[src/rtl/rv32_pkg.sv]
// Shared RV32 fetch definitions: NOP encoding, default reset vector, fetch entry layout.
package rv32_pkg;

    localparam int unsigned XLEN = 32;

    // addi x0, x0, 0
    localparam logic [XLEN-1:0] NOP_INSTR    = 32'h0000_0013;
    localparam logic [XLEN-1:0] RESET_VECTOR = 32'h0000_0000;

    typedef struct packed {
        logic [XLEN-1:0] pc;
        logic [XLEN-1:0] instr;
    } fetch_entry_t;

endpackage

[src/rtl/fetch_fifo.sv]
// Small synchronous FIFO with flush; head is readable combinationally.
// Depth must be a power of two so the pointers wrap naturally.
module fetch_fifo #(
    parameter int unsigned Depth = 2,
    parameter int unsigned Width = 32
) (
    input  logic                     clk,
    input  logic                     rst,
    input  logic                     push,
    input  logic [Width-1:0]         push_data,
    input  logic                     pop,
    input  logic                     flush,
    output logic [$clog2(Depth):0]   count,
    output logic [Width-1:0]         head
);

    localparam int unsigned PtrW = $clog2(Depth);
    localparam int unsigned CntW = PtrW + 1;

    logic [Width-1:0] mem [Depth];
    logic [PtrW-1:0]  rd_ptr_q, rd_ptr_d;
    logic [PtrW-1:0]  wr_ptr_q, wr_ptr_d;
    logic [CntW-1:0]  count_q, count_d;
    logic             do_push, do_pop;

    // Pointer/count next state; a pop frees a slot so push-at-full is legal alongside it.
    always_comb begin
        do_pop   = pop && (count_q != '0);
        do_push  = push && ((count_q != CntW'(Depth)) || do_pop);
        rd_ptr_d = rd_ptr_q;
        wr_ptr_d = wr_ptr_q;
        count_d  = count_q;
        if (flush) begin
            rd_ptr_d = '0;
            wr_ptr_d = '0;
            count_d  = '0;
        end else begin
            if (do_pop) begin
                rd_ptr_d = rd_ptr_q + PtrW'(1);
            end
            if (do_push) begin
                wr_ptr_d = wr_ptr_q + PtrW'(1);
            end
            count_d = count_q + CntW'(do_push) - CntW'(do_pop);
        end
    end

    // Pointer and occupancy registers.
    always_ff @(posedge clk or negedge rst) begin
        if (!rst) begin
            rd_ptr_q <= '0;
            wr_ptr_q <= '0;
            count_q  <= '0;
        end else begin
            rd_ptr_q <= rd_ptr_d;
            wr_ptr_q <= wr_ptr_d;
            count_q  <= count_d;
        end
    end

    // Storage needs no reset; emptiness is tracked by count.
    always_ff @(posedge clk) begin
        if (do_push && !flush) begin
            mem[wr_ptr_q] <= push_data;
        end
    end

    // Head and occupancy outputs.
    always_comb begin
        head  = mem[rd_ptr_q];
        count = count_q;
    end

endmodule

[src/rtl/instruction_fetch.sv]
// Fetch stage: owns the PC, issues in-order imem requests, buffers returned words and
// presents them to decode. Redirects flush the buffer and discard in-flight responses.
// Optional build macro IFU_MISALIGN_CHECK_EN: misaligned redirect targets raise
// fetch_misaligned for one cycle and halt fetching until the next redirect; without it
// redirect targets are forced to word alignment.
module instruction_fetch
    import rv32_pkg::*;
#(
    parameter int unsigned          DataWidth   = 32,
    parameter logic [DataWidth-1:0] ResetVector = DataWidth'(RESET_VECTOR),
    parameter int unsigned          BufDepth    = 2
) (
    input  logic                 clk,
    input  logic                 rst,
    input  logic                 stall,
    input  logic                 redirect_en,
    input  logic [DataWidth-1:0] redirect_addr,
    output logic                 imem_req_valid,
    input  logic                 imem_req_ready,
    output logic [DataWidth-1:0] imem_addr,
    input  logic                 imem_rsp_valid,
    input  logic [DataWidth-1:0] imem_rsp_data,
    output logic [DataWidth-1:0] instruction,
    output logic [DataWidth-1:0] pc_address,
`ifdef IFU_MISALIGN_CHECK_EN
    output logic                 fetch_misaligned,
`endif
    output logic                 valid
);

    localparam int unsigned CntW = $clog2(BufDepth) + 1;
    localparam int unsigned SumW = CntW + 1;

    logic [DataWidth-1:0]   fetch_pc_q, fetch_pc_d;
    logic                   req_valid_q, req_valid_d;
    logic [CntW-1:0]        discard_q, discard_d;
    logic                   halt_q, halt_d;

    logic                   accept, drop, push, pop, buf_empty, misaligned;
    logic [DataWidth-1:0]   target;
    logic [CntW-1:0]        outstanding, out_next;
    logic [CntW-1:0]        buf_count, buf_next;
    logic [DataWidth-1:0]   pcq_head;
    logic [2*DataWidth-1:0] buf_head;

    // PCs of accepted requests, popped by each response (stale or not) to stay aligned.
    fetch_fifo #(
        .Depth (BufDepth),
        .Width (DataWidth)
    ) u_pc_queue (
        .clk       (clk),
        .rst       (rst),
        .push      (accept),
        .push_data (fetch_pc_q),
        .pop       (imem_rsp_valid),
        .flush     (1'b0),
        .count     (outstanding),
        .head      (pcq_head)
    );

    // Decode-facing buffer of {pc, instr}.
    fetch_fifo #(
        .Depth (BufDepth),
        .Width (2 * DataWidth)
    ) u_inst_buf (
        .clk       (clk),
        .rst       (rst),
        .push      (push),
        .push_data ({pcq_head, imem_rsp_data}),
        .pop       (pop),
        .flush     (redirect_en),
        .count     (buf_count),
        .head      (buf_head)
    );

    // Handshake decode, discard accounting and next PC / request state.
    always_comb begin
`ifdef IFU_MISALIGN_CHECK_EN
        target     = redirect_addr;
        misaligned = |redirect_addr[1:0];
`else
        target     = redirect_addr & ~DataWidth'(3);
        misaligned = 1'b0;
`endif
        accept    = req_valid_q && imem_req_ready;
        // Responses landing in the redirect cycle belong to the old stream.
        drop      = imem_rsp_valid && (redirect_en || (discard_q != '0));
        push      = imem_rsp_valid && !drop;
        buf_empty = (buf_count == '0);
        pop       = !buf_empty && !stall && !redirect_en;
        out_next  = outstanding + CntW'(accept) - CntW'(imem_rsp_valid);

        if (redirect_en) begin
            buf_next = '0;
        end else begin
            buf_next = buf_count + CntW'(push) - CntW'(pop);
        end

        discard_d = discard_q;
        if (redirect_en) begin
            // Everything still in flight after this edge is old-stream.
            discard_d = out_next;
        end else if (imem_rsp_valid && (discard_q != '0)) begin
            discard_d = discard_q - CntW'(1);
        end

        fetch_pc_d = fetch_pc_q;
        halt_d     = halt_q;
        if (redirect_en) begin
            fetch_pc_d = target;
            halt_d     = misaligned;
        end else if (accept) begin
            fetch_pc_d = fetch_pc_q + DataWidth'(4);
        end

        // Occupancy only falls while a request waits, so a raised request stays raised.
        req_valid_d = !halt_d &&
                      ((SumW'(buf_next) + SumW'(out_next)) < SumW'(BufDepth));
    end

    // Fetch control state.
    always_ff @(posedge clk or negedge rst) begin
        if (!rst) begin
            fetch_pc_q  <= ResetVector;
            req_valid_q <= 1'b0;
            discard_q   <= '0;
            halt_q      <= 1'b0;
        end else begin
            fetch_pc_q  <= fetch_pc_d;
            req_valid_q <= req_valid_d;
            discard_q   <= discard_d;
            halt_q      <= halt_d;
        end
    end

`ifdef IFU_MISALIGN_CHECK_EN
    logic misaligned_q;

    // One-cycle pulse after a misaligned redirect.
    always_ff @(posedge clk or negedge rst) begin
        if (!rst) begin
            misaligned_q <= 1'b0;
        end else begin
            misaligned_q <= redirect_en && misaligned;
        end
    end

    assign fetch_misaligned = misaligned_q;
`endif

    // Output drive: buffer head, or NOP when empty.
    always_comb begin
        imem_req_valid = req_valid_q;
        imem_addr      = fetch_pc_q;
        valid          = !buf_empty;
        instruction    = buf_empty ? DataWidth'(NOP_INSTR) : buf_head[DataWidth-1:0];
        pc_address     = buf_empty ? '0 : buf_head[2*DataWidth-1:DataWidth];
    end

endmodule

[config.mk]
export PLATFORM = sky130hd
export DESIGN_NAME = instruction_fetch
export DESIGN_NICKNAME = d
export VERILOG_FILES = /design/src/rtl/rv32_pkg.sv /design/src/rtl/fetch_fifo.sv /design/src/rtl/instruction_fetch.sv
export SDC_FILE = /design/constraint.sdc
export NUM_CORES = 1
export LEC_CHECK = 0
export BUFFER_PORTS_ARGS = -buffer_cell sky130_fd_sc_hd__buf_2
export CORE_MARGIN = 4
export CORE_UTILIZATION = 60
export DETAILED_ROUTE_END_ITERATION = 12
export GPL_ROUTABILITY_DRIVEN = 0
export GPL_TIMING_DRIVEN = 0
export PLACE_DENSITY = 0.85
export REMOVE_ABC_BUFFERS = 1
export SETUP_SLACK_MARGIN = 0.15
export SLEW_MARGIN = 10
export SYNTH_ARGS = -nofsm -noshare
export SYNTH_HDL_FRONTEND = slang
export SYNTH_SLANG_ARGS = --single-unit
[constraint.sdc]
create_clock -name clk -period 8 [get_ports clk]
set_input_delay 0.4 -clock clk [delete_from_list [all_inputs] [get_ports clk]]
set_output_delay 0.4 -clock clk [all_outputs]
set_load 0.02 [all_outputs]
==> metrics.log <==
INFO  metric status = finished clean
INFO  metric critical-path-max-stage-delay = 0.55 ns
INFO  metric gr-usage-all-layers = around a fifth
INFO  metric clkTransAtPathRegs = 0.07 ns
INFO  metric critical_path_class = reg2reg
INFO  metric power_switching_share = ~29%
INFO  metric design_power_total = about 0.0034 W
INFO  metric worst_ir_drop_vdd = approximately 0.00020 V
INFO  metric fmax = 377 MHz
INFO  metric rsz0062_at_grt = false
INFO  metric worst_ep_arrival = 2.85 ns
INFO  metric mostFrequentLayoutCell = edfxtp_1
INFO  metric final_antenna_net_count = 0
INFO  metric hold_class = in2async
INFO  metric fin_nets = 877
INFO  metric route.detailed.drc = 0
INFO  metric finalCriticalPeriod = about 2.7 ns
INFO  metric grt.overflow.total = 0
INFO  metric power.clock.fraction = 30.8%
INFO  metric cp_slowest_cell = a311oi_1
INFO  metric commonest_cells_after_routing_fill_and_taps_aside = edfxtp_1, buf_2, nor2_1, mux2i_1, dfrtp_1
INFO  metric n_fill_cell = 965
INFO  metric htree_levels = 1
INFO  metric cp-end-kind = flop
INFO  metric drive_gt1_share = between 20% and 30%
INFO  metric instances_no_fill = 1000
INFO  metric avgRoutedWirePerCell = about 18 um
INFO  metric finalCritPeriodShare = 33.2%
INFO  metric first_iter_violations = 307
INFO  metric p_int = approximately 0.0024 W
INFO  metric power.switching = 0.00101 W
INFO  metric die-area = 17600 sq um
INFO  metric yosysUniqueCellTypes = 42
INFO  metric route.final.wire_length = about 18000 um
INFO  metric timing.critical_path.cells = inv_1, ha_1, nand2_1, a311oi_1, nor2b_4, buf_16, buf_16, buf_16
INFO  metric dr_total_vias = ~5700
INFO  metric timing_hold_violations_final = 0
INFO  metric grt_max_degree = 63
INFO  metric placeable_core_region = between 15000 and 20000 sq um
INFO  metric ys.flop_type = edfxtp_1
INFO  metric power_frac_comb = a little under a quarter
INFO  metric first_global_vias = 5748
INFO  metric synth-seq-area-share = 70.7%
INFO  metric antenna_violations_before_repair = 0
INFO  metric cts_buffer_count = 23
INFO  metric cellLeakagePower = ~4.2 nW
INFO  metric numPlacedInstances = 959
INFO  metric holdBufCountCts = 0
INFO  metric syn-cell-area = 9310 sq um
INFO  metric first_pass_grt_wire_length = around 30000 um
INFO  metric timing.critical_path.fanout_max = 19
INFO  metric cts.repair_timing.setup_buffer_count = 0
INFO  metric cts-resized-gates = 0
INFO  metric cts_tree = built
INFO  metric cpMostUsedCell = buf_16
INFO  metric initial_core_util = about three fifths
INFO  metric final_max_slew_viol_count = 0
INFO  metric critical_path_required = a little over 8 ns
INFO  metric port_buffers = 161
INFO  metric worst_hold_margin = roughly 0.075 ns
INFO  metric timing_worst_slew_pin_value = slightly below 1 ns
INFO  metric rows = between 40 and 50
INFO  metric postSynthRegisterBits = 226
INFO  metric powerDensity = 309 nW/um^2
INFO  metric timing.max_cap.violations = 0
INFO  metric clock_path_buffers = 3
INFO  metric antenna_cells_inserted = 0
INFO  metric num_io_pins = between 150 and 200
INFO  metric post_drt_via_cell_ratio = roughly 5.7
INFO  metric post_detail_place_hpwl = about 12000 um
INFO  metric slew_headroom = between 30% and 40%
INFO  metric worst_clock_skew = approximately 0.013 ns
INFO  metric cts_num_sinks = approximately 230
INFO  metric root_buffer = clkbuf_16
INFO  metric synth_enable_flop_cells = approximately 180
INFO  metric area_growth_syn_to_layout = 19.8%
INFO  metric async_flop_share = a little under a fifth
INFO  metric netlist_instances = ~630
INFO  metric die_height = ~130 um
INFO  metric synth.yosys.warnings = 0
INFO  metric part_of_the_power_in_registers = between 40% and 50%
INFO  metric worst_skew_pair.late_latency = 0.49 ns
INFO  metric setup.worst_path.start_class = flop
INFO  metric die_x = about 130 um
INFO  metric endpoints_failing_setup = 0
INFO  metric syn_area_per_cell = around 15 sq um
INFO  metric fin_tns_setup = 0 ns
INFO  metric drtPass1Iterations = 4
==> critical path: cells and delay by family (launching register included) <==
family	cells	cell delay, ns
adder cells (fa/ha/maj)	1	0.16
buffers and inverters	4	0.66
AO/OA/AOI/OAI	1	0.55
flip-flops	1	0.36
AND/OR/NAND/NOR	2	0.62
==> final cells by class <==
cell class	instances	area (sq um)	area share, %
flip-flops and latches	226	6580	59.0
multi-input cells	365	2570	23.1
repair buffers	169	966	8.66
clock buffers	33	633	5.68
well taps	188	235	2.11
clock inverters	8	124	1.11
inverters	11	41.3	0.370
==> per-stage QoR <==
stage	utilization (%)	instance area, sq um	setup WS [ns]
after global placement	67.1	10200	2.03
after detailed placement	68.4	10400	5.16
after floorplan	-	9170	3.63
after global routing	73.4	11200	5.13
after CTS	73.4	11200	5.31
final	73.4	11200	5.35
==> routing by layer <==
metal	track usage (%)	wire, um
met3	3.84	1280
met2	36.8	9260
met4	6.70	445
met5	0	0
met1	27.1	7500
==> cell usage after synthesis (2+ instances only) <==
library cell	n	share of area, %
nand4_1	10	0.67
edfxtp_1	184	59
a21oi_1	2	0.11
o21ai_0	18	0.97
dfrtp_1	42	11
o31ai_1	10	0.81
buf_2	6	0.32
mux2_2	30	3.6
a31oi_1	12	0.81
buf_1	7	0.28
nand2b_1	3	0.20
or3_1	3	0.20
nor2b_1	3	0.20
buf_4	4	0.32
o31a_1	4	0.38
and2_1	2	0.13
nand3_1	8	0.43
nor4_1	4	0.27
xnor2_1	15	1.4
nand2_1	36	1.5
inv_1	9	0.36
nor2_1	80	3.2
clkbuf_1	15	0.60
xor2_1	9	0.85
and3_1	5	0.34
mux2i_1	63	6.8
or4_1	13	1.0
o211ai_1	3	0.24
and4_1	5	0.47
ha_1	10	1.3
nor3_1	6	0.32
==> path summary, 6_finish.rpt <==
| path | end | cells after the start | slack (ns) | start |
|---|---|---|---|---|
| hold / removal | u_pc_queue.count[1]$_DFF_PN0_ | 1 | 0.08 | rst |
| max in group asynchronous | u_inst_buf.rd_ptr_q$_DFFE_PN0P_ | 1 | 7.20 | rst |
| setup reg to reg | u_inst_buf.mem[0][8]$_DFFE_PP_ | 8 | 5.35 | discard_q[0]$_DFFE_PN0P_ |
| setup / recovery | u_inst_buf.mem[0][8]$_DFFE_PP_ | 8 | 5.35 | discard_q[0]$_DFFE_PN0P_ |
| hold reg to reg | u_pc_queue.wr_ptr_q$_DFFE_PN0P_ | 1 | 0.53 | u_pc_queue.wr_ptr_q$_DFFE_PN0P_ |
| min in group clk | u_inst_buf.mem[0][27]$_DFFE_PP_ | 1 | 0.10 | imem_rsp_data[27] |
==> registers in the layout, summed over array words and instances (netlist names) <==
register	flops
u_pc_queue.rd_ptr_q	1
u_inst_buf.mem	124
u_pc_queue.count	2
u_pc_queue.wr_ptr_q	1
imem_addr	30
u_inst_buf.count	2
halt_q	1
imem_req_valid	1
u_pc_queue.mem	60
discard_q	2
u_inst_buf.rd_ptr_q	1
u_inst_buf.wr_ptr_q	1
==> cell families (layout without fill, tap and decap cells) <==
logic type | after synthesis | in the layout | synth area share (%)
compound gates | 51 | 51 | 3.48
mux | 93 | 93 | 10.4
other cells | 1 | 4 | 0.0403
simple gates | 182 | 182 | 9.50
buf+inv | 44 | 221 | 2.10
fa+ha+maj | 11 | 11 | 1.56
xor+xnor | 24 | 24 | 2.26
flops | 226 | 226 | 70.7
==> power by group through the flow <==
| stage | sequential (W) | combinational (W) | clock (W) |
|---|---|---|---|
| after floorplan | 0.00162 | 0.000506 | 0 |
| final | 0.00159 | 0.000799 | 0.00106 |
| after global routing | 0.00161 | 0.000875 | 0.00114 |
| after global placement | 0.00163 | 0.000737 | 0 |
| after detailed placement | 0.00161 | 0.000805 | 0 |
| after CTS | 0.00159 | 0.000810 | 0.00107 |
Note: power is estimated with default switching activity, not from simulation.
